===== config.mk =====
export PLATFORM = sky130hd
export DESIGN_NAME = bht
export DESIGN_NICKNAME = d
export VERILOG_FILES = /design/src/rtl/bht.sv
export SDC_FILE = /design/constraint.sdc
export NUM_CORES = 1
export LEC_CHECK = 0
export BUFFER_PORTS_ARGS = -buffer_cell sky130_fd_sc_hd__buf_2
export CORE_AREA = 2 2 215 217
export CTS_CLUSTER_DIAMETER = 150
export CTS_CLUSTER_SIZE = 24
export DETAILED_ROUTE_END_ITERATION = 12
export DIE_AREA = 0 0 217 219
export MAX_ROUTING_LAYER = met4
export PLACE_DENSITY = 0.81
export SLEW_MARGIN = 15
export SYNTH_ARGS = -nofsm -noshare
export SYNTH_HDL_FRONTEND = slang
export SYNTH_SLANG_ARGS = --single-unit

===== constraint.sdc =====
create_clock -name clock -period 11.75 [get_ports clock]
set_input_delay 1.175 -clock clock [delete_from_list [all_inputs] [get_ports clock]]
set_output_delay 1.175 -clock clock [all_outputs]
set_load 0.01 [all_outputs]

===== src/rtl/bht.sv =====
// ---------------------------------------------------------------------------
// bht -- gshare branch history table
//
// Predicts conditional-branch direction at fetch by indexing a table of 2-bit
// saturating counters with PC XOR a speculative global history register (GHR).
// Resolved outcomes from execute train the counters. On a mispredict, the GHR
// is rebuilt from the history snapshot that travelled with the branch.
//
// Ports:
//   clock       in   1          single clock, all state on the rising edge
//   reset       in   1          synchronous, active-high
//   ready       out  1          table initialised, requests accepted
//   get_valid   in   1          prediction request
//   get_pc      in   32         PC of the fetched branch
//   pred_valid  out  1          prediction valid (one cycle after request)
//   pred_taken  out  1          predicted direction
//   pred_ghr    out  GHR_WIDTH  GHR snapshot used for the index
//   upd_valid   in   1          resolved conditional branch
//   upd_pc      in   32         PC of the resolved branch
//   upd_ghr     in   GHR_WIDTH  pred_ghr that travelled with the branch
//   upd_pred    in   1          pred_taken that travelled with the branch
//   upd_branch  in   1          actual outcome
//   mispredict  out  1          registered pulse: upd_branch != upd_pred
//   fsm_state   out  1          debug view of the FSM (0 = INIT, 1 = RUN)
//
// Handshake: there is no back-pressure. A request (get_valid or upd_valid) is
// accepted in any cycle where ready is high, and is ignored while ready is
// low. An accepted prediction request produces pred_valid exactly one cycle
// later, unless a mispredict repair happens in the same cycle, in which case
// the request is dropped.
// ---------------------------------------------------------------------------
module bht #(
    parameter int BHT_DEPTH = 256,
    parameter int GHR_WIDTH = 8
) (
    input  logic                 clock,
    input  logic                 reset,
    output logic                 ready,
    input  logic                 get_valid,
    input  logic [31:0]          get_pc,
    output logic                 pred_valid,
    output logic                 pred_taken,
    output logic [GHR_WIDTH-1:0] pred_ghr,
    input  logic                 upd_valid,
    input  logic [31:0]          upd_pc,
    input  logic [GHR_WIDTH-1:0] upd_ghr,
    input  logic                 upd_pred,
    input  logic                 upd_branch,
    output logic                 mispredict,
    output logic                 fsm_state
);

    localparam int IDX = $clog2(BHT_DEPTH);

    typedef enum logic {
        ST_INIT = 1'b0,
        ST_RUN  = 1'b1
    } state_e;

    // Counter storage; not reset, the INIT sweep rewrites every entry.
    logic [1:0]           cnt_q [BHT_DEPTH];

    state_e               state_q;
    logic [IDX-1:0]       init_cnt_q;
    logic [GHR_WIDTH-1:0] ghr_q;
    logic [GHR_WIDTH-1:0] ghr_d;
    logic                 ready_q;
    logic                 pred_valid_q;
    logic                 pred_taken_q;
    logic [GHR_WIDTH-1:0] pred_ghr_q;
    logic                 mispredict_q;

    logic [IDX-1:0]       get_idx;
    logic [IDX-1:0]       upd_idx;
    logic                 rd_taken;
    logic [1:0]           upd_cnt;
    logic [1:0]           upd_cnt_d;
    logic                 get_acc;
    logic                 upd_acc;
    logic                 mis_now;
    logic [GHR_WIDTH:0]   spec_shift;
    logic [GHR_WIDTH:0]   fix_shift;

    // PC bits outside the index field do not take part in the hash.
    logic                 unused_pc_bits;
    assign unused_pc_bits = ^{get_pc[31:IDX+2], get_pc[1:0],
                              upd_pc[31:IDX+2], upd_pc[1:0]};

    // Index hash: word-aligned PC bits XOR zero-extended history.
    assign get_idx  = get_pc[IDX+1:2] ^ IDX'(ghr_q);
    assign upd_idx  = upd_pc[IDX+1:2] ^ IDX'(upd_ghr);
    assign rd_taken = cnt_q[get_idx][1];
    assign upd_cnt  = cnt_q[upd_idx];

    assign get_acc  = get_valid & ready_q;
    assign upd_acc  = upd_valid & ready_q;
    assign mis_now  = upd_acc & (upd_branch != upd_pred);

    // Shifting through a GHR_WIDTH+1 wide vector and keeping the low bits
    // covers GHR_WIDTH == 1 without a special case.
    assign spec_shift = {ghr_q,   rd_taken};
    assign fix_shift  = {upd_ghr, upd_branch};

    always_comb begin
        upd_cnt_d = upd_cnt;
        if (upd_branch) begin
            if (upd_cnt != 2'b11) upd_cnt_d = upd_cnt + 2'b01;
        end else begin
            if (upd_cnt != 2'b00) upd_cnt_d = upd_cnt - 2'b01;
        end
    end

    // Repair on mispredict beats the speculative shift.
    always_comb begin
        ghr_d = ghr_q;
        if (mis_now) begin
            ghr_d = fix_shift[GHR_WIDTH-1:0];
        end else if (get_acc) begin
            ghr_d = spec_shift[GHR_WIDTH-1:0];
        end
    end

    // Counter table writes: init sweep, then training.
    always_ff @(posedge clock) begin
        if (!reset) begin
            if (state_q == ST_INIT) begin
                cnt_q[init_cnt_q] <= 2'b01;
            end else if (upd_acc) begin
                cnt_q[upd_idx] <= upd_cnt_d;
            end
        end
    end

    // Control FSM with registered outputs.
    always_ff @(posedge clock) begin
        if (reset) begin
            state_q      <= ST_INIT;
            init_cnt_q   <= '0;
            ghr_q        <= '0;
            ready_q      <= 1'b0;
            pred_valid_q <= 1'b0;
            pred_taken_q <= 1'b0;
            pred_ghr_q   <= '0;
            mispredict_q <= 1'b0;
        end else begin
            case (state_q)
                ST_INIT: begin
                    init_cnt_q   <= init_cnt_q + IDX'(1);
                    pred_valid_q <= 1'b0;
                    mispredict_q <= 1'b0;
                    if (init_cnt_q == IDX'(BHT_DEPTH - 1)) begin
                        state_q <= ST_RUN;
                        ready_q <= 1'b1;
                    end
                end
                ST_RUN: begin
                    ghr_q        <= ghr_d;
                    pred_valid_q <= get_acc & ~mis_now;
                    mispredict_q <= mis_now;
                    if (get_acc && !mis_now) begin
                        pred_taken_q <= rd_taken;
                        pred_ghr_q   <= ghr_q;
                    end
                end
                default: begin
                    state_q <= ST_INIT;
                end
            endcase
        end
    end

    assign ready      = ready_q;
    assign pred_valid = pred_valid_q;
    assign pred_taken = pred_taken_q;
    assign pred_ghr   = pred_ghr_q;
    assign mispredict = mispredict_q;
    assign fsm_state  = state_q;

endmodule

==> summary.md, run 1 <==
| Metric | Value |
|---|---|
| CTS Sinks | `541` |
| CTS Root Cell | `clkbuf_16` |
| Final Util | `between 50% and 60%` |
| Antenna violations before repair | `0` |
| Setup ws final | `5.46 ns` |
| Worst Hold Endpoint | `init_cnt_q[7]$_SDFFE_PP0N_` |
| Syn nets | `between 1.5k and 2k` |
| Synth Register Bits | `541` |
| # IOs | `91` |
| Post-DRT Antenna Nets | `0` |
| First-pass GRT wire length | `97.7 mm` |
| Highest cell delay on the worst timing path | `roughly 0.9 ns` |
| Hold-fix buffers, CTS | `0` |
| Net Sw Frac | `23.1%` |
| Cells on worst reg2reg path | `9` |
| H-tree levels | `1` |
| Leading post-synthesis cells by cell area | `edfxtp_1 63%, mux4_2 16%, nor2_1 5.0%` |
| Via count | `15.4k` |
| Worst setup path start | `upd_ghr[0]` |
| Final wirelength | `66.3 mm` |
| Area delta synth->final | `6.53%` |
| Worst hold path class | `reg2reg` |
| Worst path arrival time | `6.54 ns` |
| Vias per inst | `7.01` |
| Main synth FF type | `edfxtp_1` |
| PortBufs | `42` |
| Core Area | `approximately 45,000 sq um` |
| RSZ-0062 raised after global routing | `false` |
| Post-Place Worst Slack | `4.88 ns` |
| Final setup fails | `0` |
| DIE WIDTH | `approximately 220 um` |
| Number of synthesized flops with an enable pin | `512` |
| Crit Reg-Reg Startpoint | `cnt_q[142][0]$_DFFE_PP_` |
| Die H | `219 um` |
| Crit path required time | `12.00 ns` |
| DRT iter0 DRCs | `2,467` |
| Psw | `roughly 0.00079 W` |
| Total GRT Usage | `29.0%` |
| Ys async rst share | `0%` |
| Synth top area share | `62.5%` |
| Hold depth | `2` |
| Longest Clk Path Bufs | `3` |
| DR DRC count | `0` |
| Hold violation count in the final report | `0` |
| Int Power | `0.00262 W` |
| CTS tree | `done` |
| FP Rows | `78` |
| Cells after Synth | `1,560` |
| Most used cell along the critical path | `buf_4` |
| Flop2flop setup slack | `7.31 ns` |
| Number of global-route vias before repair | `15.3k` |
| Cell Pwr Density | `130 nW/um^2` |
| Fin crit period | `about 6.3 ns` |
| PostCTS Resize Cnt | `0` |
| Sequential power share | `between 60% and 70%` |
| Leakage | `8.24 nW` |
| Max cap viols | `0` |
| Largest net degree at the start of global routing | `124` |
| Synthesized cell area | `24,600 sq um` |
| Clock transition at path regs | `0.09 ns` |
| VDD IR-drop max | `110 uV` |
| Count of cell types in the netlist | `61` |
| Fin crit share | `53.5%` |
| R2R Path End | `cnt_q[129][0]$_DFFE_PP_` |
| Register area share after synthesis | `64.9%` |
| Fin. max-slew vios | `0` |
| Post-CTS Repair Setup Buffers | `0` |
| Worst-Margin Slew | `about 1.3 ns` |
| Half-perimeter wire length after placement | `41.7 mm` |
| Initial core utilization | `54.5%` |
| Clock power share | `a little under a third` |
| Total number of yosys warnings | `0` |
| Final setup TNS | `0 ns` |
| Max Clock Skew | `between 0.03 and 0.04 ns` |
| Crit path cell chain | `buf_2 > xor2_4 > buf_4 > mux4_2 > a221oi_1 > o21ai_1 > and4b_1 > a211oi_4 > buf_4 > buf_4` |
| Avg Cell Area, Syn | `approximately 16 sq um` |
| Share of cells above drive strength 1 | `between 10% and 20%` |
| Synth area leader | `edfxtp_1` |
| First-pass DRT Iterations | `6` |
| Worst skew pair latency | `0.60 ns` |
| RD Place Congestion | `0.978` |
| Crit Path Max Fanout | `around 110` |
| Die Area | `roughly 48,000 sq um` |
| Remaining Overflow, GRT | `0` |
| Final #Nets | `1,657` |
| Status | `complete, no violations` |
| CP Class | `in2reg` |
| CP Launch Type | `input pin` |
| F_max | `159 MHz` |
| Clock buffer count from CTS | `26` |
| CP max-delay cell | `buf_4` |
| Worst Hold Launch | `init_cnt_q[7]$_SDFFE_PP0N_` |
| Comb power frac | `9.0%` |
| Worst setup EP type | `flop` |
| Drt wl/cell | `about 30 um` |
| Max_slew headroom | `12.2%` |
layer usage:
metal | up-vias | wire length, um | track usage, %
li1 | 6186 | - | -
met1 | 7614 | 21900 | 37.1
met2 | 1299 | 30700 | 43.8
met3 | 327 | 9630 | 7.19
met4 | 0 | 4080 | 14.5
met5 | - | 0 | -
power by group through the flow:
stage | clock (W) | sequential, W | combinational (W)
after floorplan | 0 | 0.00212 | 0.000196
after detailed placement | 0 | 0.00212 | 0.000295
after CTS | 0.00102 | 0.00208 | 0.000296
after global routing | 0.00108 | 0.00208 | 0.000312
final | 0.00102 | 0.00208 | 0.000306
after global placement | 0 | 0.00212 | 0.000291
layout by cell type, fill, tap and decap left out, types with 6 or more instances in the layout:
master,count
and3_1,6
mux4_1,13
nand4_1,10
nor4_1,7
a32oi_1,10
mux2i_1,40
nand3_1,40
edfxtp_1,512
dfxtp_1,29
a21oi_1,30
o21ai_0,7
xor2_1,13
clkbuf_1,20
buf_2,42
xnor2_1,13
nor3_1,9
nand2_1,101
a211oi_1,12
clkbuf_16,27
o21ai_1,7
o22ai_1,6
a22oi_1,40
mux4_2,170
or3_1,6
buf_4,41
nor2_1,322
worst max-delay path by stage:
stage	to	depth (start not counted)
6_report	cnt_q[129][0]$_DFFE_PP_	10
5_1_grt	cnt_q[129][0]$_DFFE_PP_	10
4_1_cts	cnt_q[133][0]$_DFFE_PP_	10
3_5_place_dp	cnt_q[128][0]$_DFFE_PP_	10
3_3_place_gp	cnt_q[128][0]$_DFFE_PP_	10
2_1_floorplan	cnt_q[0][1]$_DFFE_PP_	11
metrics by stage:
stage               area, sq um  total power (W)  hold slack (ns)  cells
global route              26200          0.00347            0.554   2198
detailed placement        25400          0.00242            0.483   2150
global placement          25400          0.00241            0.466   2150
floorplan                 24600          0.00232            0.458   1560
CTS                       26200          0.00340            0.496   2198
finish                    26200          0.00341            0.491   2200
cells in the mapped netlist, types with 5 or more instances:
master    instances
xor2_1           15
nor3_1            9
o21ai_0           7
xnor2_1          13
edfxtp_1        512
nand2_1         101
buf_2            24
nand3_1          40
o22ai_1           6
o21ai_1           7
buf_4            16
nor2_1          325
dfxtp_1          29
clkbuf_1         38
mux4_1           13
mux4_2          170
buf_6            10
and3_1            6
a22oi_1          40
a211oi_1         12
or3_1             6
a32oi_1          10
nand4_1          10
mux2i_1          40
nor4_1            7
a31oi_1           5
a21oi_1          30
flip-flops by register name, summed over array words and instances (netlist names):
signal,flops
fsm_state,1
ghr_q,8
init_cnt_q,8
pred_valid,1
ready,1
pred_ghr,8
mispredict,1
pred_taken,1
cnt_q,512
cell families (layout without fill, tap and decap cells):
group / after synthesis / after routing / synth area share [%]
adder cells (fa/ha/maj): 1 / 1 / 0.0509
AND/OR/NAND/NOR: 518 / 518 / 8.68
other: 0 / 2 / 0
flip-flops: 541 / 541 / 64.9
AO/OA/AOI/OAI: 147 / 147 / 4.21
buffers and inverters: 98 / 136 / 2.28
multiplexers: 223 / 223 / 18.6
XOR/XNOR: 32 / 32 / 1.31
area by class of cell:
cell class	count	area, sq um
antenna	2	5.00
clock inverter	1	16.3
clock buffer	47	751
multi-input combinational	921	8170
tap	600	751
sequential	541	16000
fill	3311	18900
timing repair buffer	84	538
inverter	4	15.0
critical path, delay by kind of cell:
family / cells / cell delay, ns
mux: 1 / 0.61
simple gates: 1 / 0.28
xor+xnor: 1 / 0.52
buf+inv: 4 / 2.53
compound gates: 3 / 1.26
No activity file was read; power rests on OpenSTA's default activity.
==> run 2: changes to the inputs <==
--- a/config.mk
+++ b/config.mk
@@ -12,7 +12,7 @@
 export DETAILED_ROUTE_END_ITERATION = 12
 export DIE_AREA = 0 0 217 219
 export MAX_ROUTING_LAYER = met4
-export PLACE_DENSITY = 0.81
+export PLACE_DENSITY = 0.78
 export SLEW_MARGIN = 15
 export SYNTH_ARGS = -nofsm -noshare
 export SYNTH_HDL_FRONTEND = slang
==> constraint.sdc (replaced) <==
create_clock -name clock -period 6.5 [get_ports clock]
set_input_delay 0.65 -clock clock [delete_from_list [all_inputs] [get_ports clock]]
set_output_delay 0.65 -clock clock [all_outputs]
set_load 0.01 [all_outputs]
==> run 2 against run 1 <==
Effect of this change:
- worst hold slack worse by 0.11 ns
- utilization increased by 0.40 points
- global-route usage rose by 0.55 points
- sequential cell count did not move
- largest cell class unchanged
- critical path depth grew 1
- total power up 82%
- clock skew rose by 0.0012 ns
==> summary.md, run 2 (synthesized netlist as in run 1, its figures left out) <==
| Metric | Value |
|---|---|
| Status | `complete, no violations` |
| Psw | `0.00144 W (+83%)` |
| Final setup TNS | `0 ns (unchanged)` |
| Die H | `219 um (unchanged)` |
| CTS Root Cell | `clkbuf_16` |
| Half-perimeter wire length after placement | `43.0 mm (+3.2%)` |
| First-pass GRT wire length | `99.0 mm (+1.3%)` |
| Post-DRT Antenna Nets | `0 (unchanged)` |
| Final setup fails | `0 (unchanged)` |
| Max cap viols | `0 (unchanged)` |
| Crit Path Max Fanout | `204 (+81%)` |
| Drt wl/cell | `30.5 um (+1.3%)` |
| Crit path required time | `6.77 ns (-5.23 ns)` |
| Worst-Margin Slew | `1.32 ns (+0.00899 ns)` |
| Antenna Cells | `0 (-2)` |
| Fill count | `3,352 (+1.2%)` |
| CP max-delay cell | `a221oi_1` |
| Final wirelength | `67.4 mm (+1.6%)` |
| CTS Sinks | `541 (unchanged)` |
| DRT iter0 DRCs | `2,667 (+8.1%)` |
| Post-placement cell count | `2,158 (+0.37%)` |
| Vias per inst | `7.01 (about the same)` |
| Worst skew pair latency | `0.61 ns (about the same)` |
| Highest cell delay on the worst timing path | `0.85 ns (-0.05 ns)` |
| Longest Clk Path Bufs | `3 (unchanged)` |
| Top reg by flops | `cnt_q` |
| Largest net degree at the start of global routing | `205 (+65%)` |
| Worst hold path class | `in2reg` |
| DIE WIDTH | `217 um (unchanged)` |
| Worst path arrival time | `4.93 ns (-1.61 ns)` |
| Cell Pwr Density | `235 nW/um^2 (+80%)` |
| Fin crit share | `71.8%` |
| CP Launch Type | `input pin` |
| Comb power frac | `9.3% (+0.3 points)` |
| Leakage | `8.32 nW (+0.99%)` |
| Core Area | `45,100 sq um (unchanged)` |
| F_max | `214 MHz` |
| PortBufs | `42 (unchanged)` |
| Hold violation count in the final report | `0 (unchanged)` |
| Max reg flops | `512 (unchanged)` |
| RSZ-0062 raised after global routing | `false` |
| Most frequent cells in the layout | `512 x edfxtp_1, 322 x nor2_1, 170 x mux4_2` |
| First-pass DRT Iterations | `7 (+1)` |
| Final #Nets | `1,665 (+0.48%)` |
| Finished Cell Area | `26,400 sq um (+0.68%)` |
| Max_slew headroom | `11.6% (-0.60 points)` |
| RD Place Congestion | `0.977 (about the same)` |
| Fin crit period | `4.67 ns` |
| Flop2flop setup slack | `2.50 ns (-4.81 ns)` |
| Max Clock Skew | `0.0372 ns (+0.00117 ns)` |
| Antenna violations before repair | `0 (unchanged)` |
| VDD IR-drop max | `195 uV (+78%)` |
| Total GRT Usage | `29.6% (+0.55 points)` |
| Area delta synth->final | `7.26%` |
| Commonest non-fill, non-tap cell in the layout | `edfxtp_1` |
| # IOs | `91 (unchanged)` |
| Sequential power share | `60.7% (-0.3 points)` |
| PostCTS Resize Cnt | `0 (unchanged)` |
| Placed Instance Area | `25,600 sq um (+0.70%)` |
| Via count | `15.5k (+0.23%)` |
| Hold-fix buffers, CTS | `0 (unchanged)` |
| Worst-case hold slack | `0.379 ns (-0.113 ns)` |
| Int Power | `0.00475 W (+81%)` |
| CTS tree | `done` |
| Initial core utilization | `54.5% (unchanged)` |
| CP Class | `in2reg` |
| Clock power share | `30.0% (about the same)` |
| Fin. max-slew vios | `0 (unchanged)` |
| DR DRC count | `0 (unchanged)` |
| Crit path cell chain | `buf_2 > xor2_4 > buf_4 > mux4_2 > nor2_1 > nor3_1 > a221oi_1 > o21ai_1 > and3_1 > a211oi_4 > buf_12` |
| Die Area | `47,500 sq um (unchanged)` |
| Net Sw Frac | `23.3% (+0.16 points)` |
| Share of cells above drive strength 1 | `19.2% (+0.72 points)` |
| Worst setup EP type | `flop` |
| Final non-filler cell total | `2,206 (+0.27%)` |
| Post-CTS Repair Setup Buffers | `0 (unchanged)` |
| Clock transition at path regs | `0.10 ns (about the same)` |
| Remaining Overflow, GRT | `0 (unchanged)` |
| H-tree levels | `1 (unchanged)` |
| Number of global-route vias before repair | `15.5k (+1.1%)` |
| FP Rows | `78 (unchanged)` |
| Clock buffer count from CTS | `26 (unchanged)` |
-- run 2: area by class of cell --
type / instances / area [sq um] / share of cell area, %
Multi-Input combinational cell: 921 / 8190 / 31.0
Tap cell: 600 / 751 / 2.85
Clock inverter: 1 / 16.3 / 0.0617
Sequential cell: 541 / 16000 / 60.5
Timing Repair Buffer: 92 / 698 / 2.65
Inverter: 4 / 15.0 / 0.0569
Clock buffer: 47 / 751 / 2.85
-- run 2: layer usage --
| layer | global-route usage (%) | wire [um] | vias to the layer above | part of all wire, % |
|---|---|---|---|---|
| li1 | - | - | 6196 | - |
| met1 | 38.6 | 22800 | 7686 | 34 |
| met2 | 43.4 | 30100 | 1280 | 45 |
| met3 | 6.82 | 9700 | 300 | 14 |
| met4 | 16.3 | 4770 | 0 | 7.1 |
| met5 | - | 0 | - | 0 |
-- run 2: metrics by stage --
| stage | util (%) | power, W | worst slack, ns |
|---|---|---|---|
| floorplan | - | 0.00419 | -3.92 |
| global placement | 56.8 | 0.00438 | 1.68 |
| detailed placement | 56.8 | 0.00439 | 1.50 |
| CTS | 58.5 | 0.00617 | 2.12 |
| global route | 58.5 | 0.00632 | 1.75 |
| finish | 58.5 | 0.00619 | 1.83 |
-- run 2: power groups by stage --
stage / Combinational, W / Sequential, W / Clock, W
after floorplan: 0.000357 / 0.00383 / 0
after detailed placement: 0.000554 / 0.00384 / 0
after global routing: 0.000589 / 0.00376 / 0.00197
after CTS: 0.000556 / 0.00376 / 0.00185
final: 0.000576 / 0.00376 / 0.00185
after global placement: 0.000548 / 0.00384 / 0
-- run 2: path summary, 6_finish.rpt --
kind / startpoint / to / depth (start not counted)
worst max-delay path: upd_ghr[1] / cnt_q[194][0]$_DFFE_PP_ / 11
worst min-delay path: upd_pred / mispredict$_SDFF_PP0_ / 3
worst max register to register: fsm_state$_SDFF_PP0_ / cnt_q[238][1]$_DFFE_PP_ / 5
worst min register to register: pred_taken$_SDFFE_PP0P_ / pred_taken$_SDFFE_PP0P_ / 2
-- run 2: critical path: cells and delay by family --
kind	cells	cell delay (ns)
muxes	1	0.53
AOI/OAI and AO/OA	3	1.39
xor gates and xnor gates	1	0.65
buffers and inverters	3	1.09
and+or+nand+nor	3	0.49
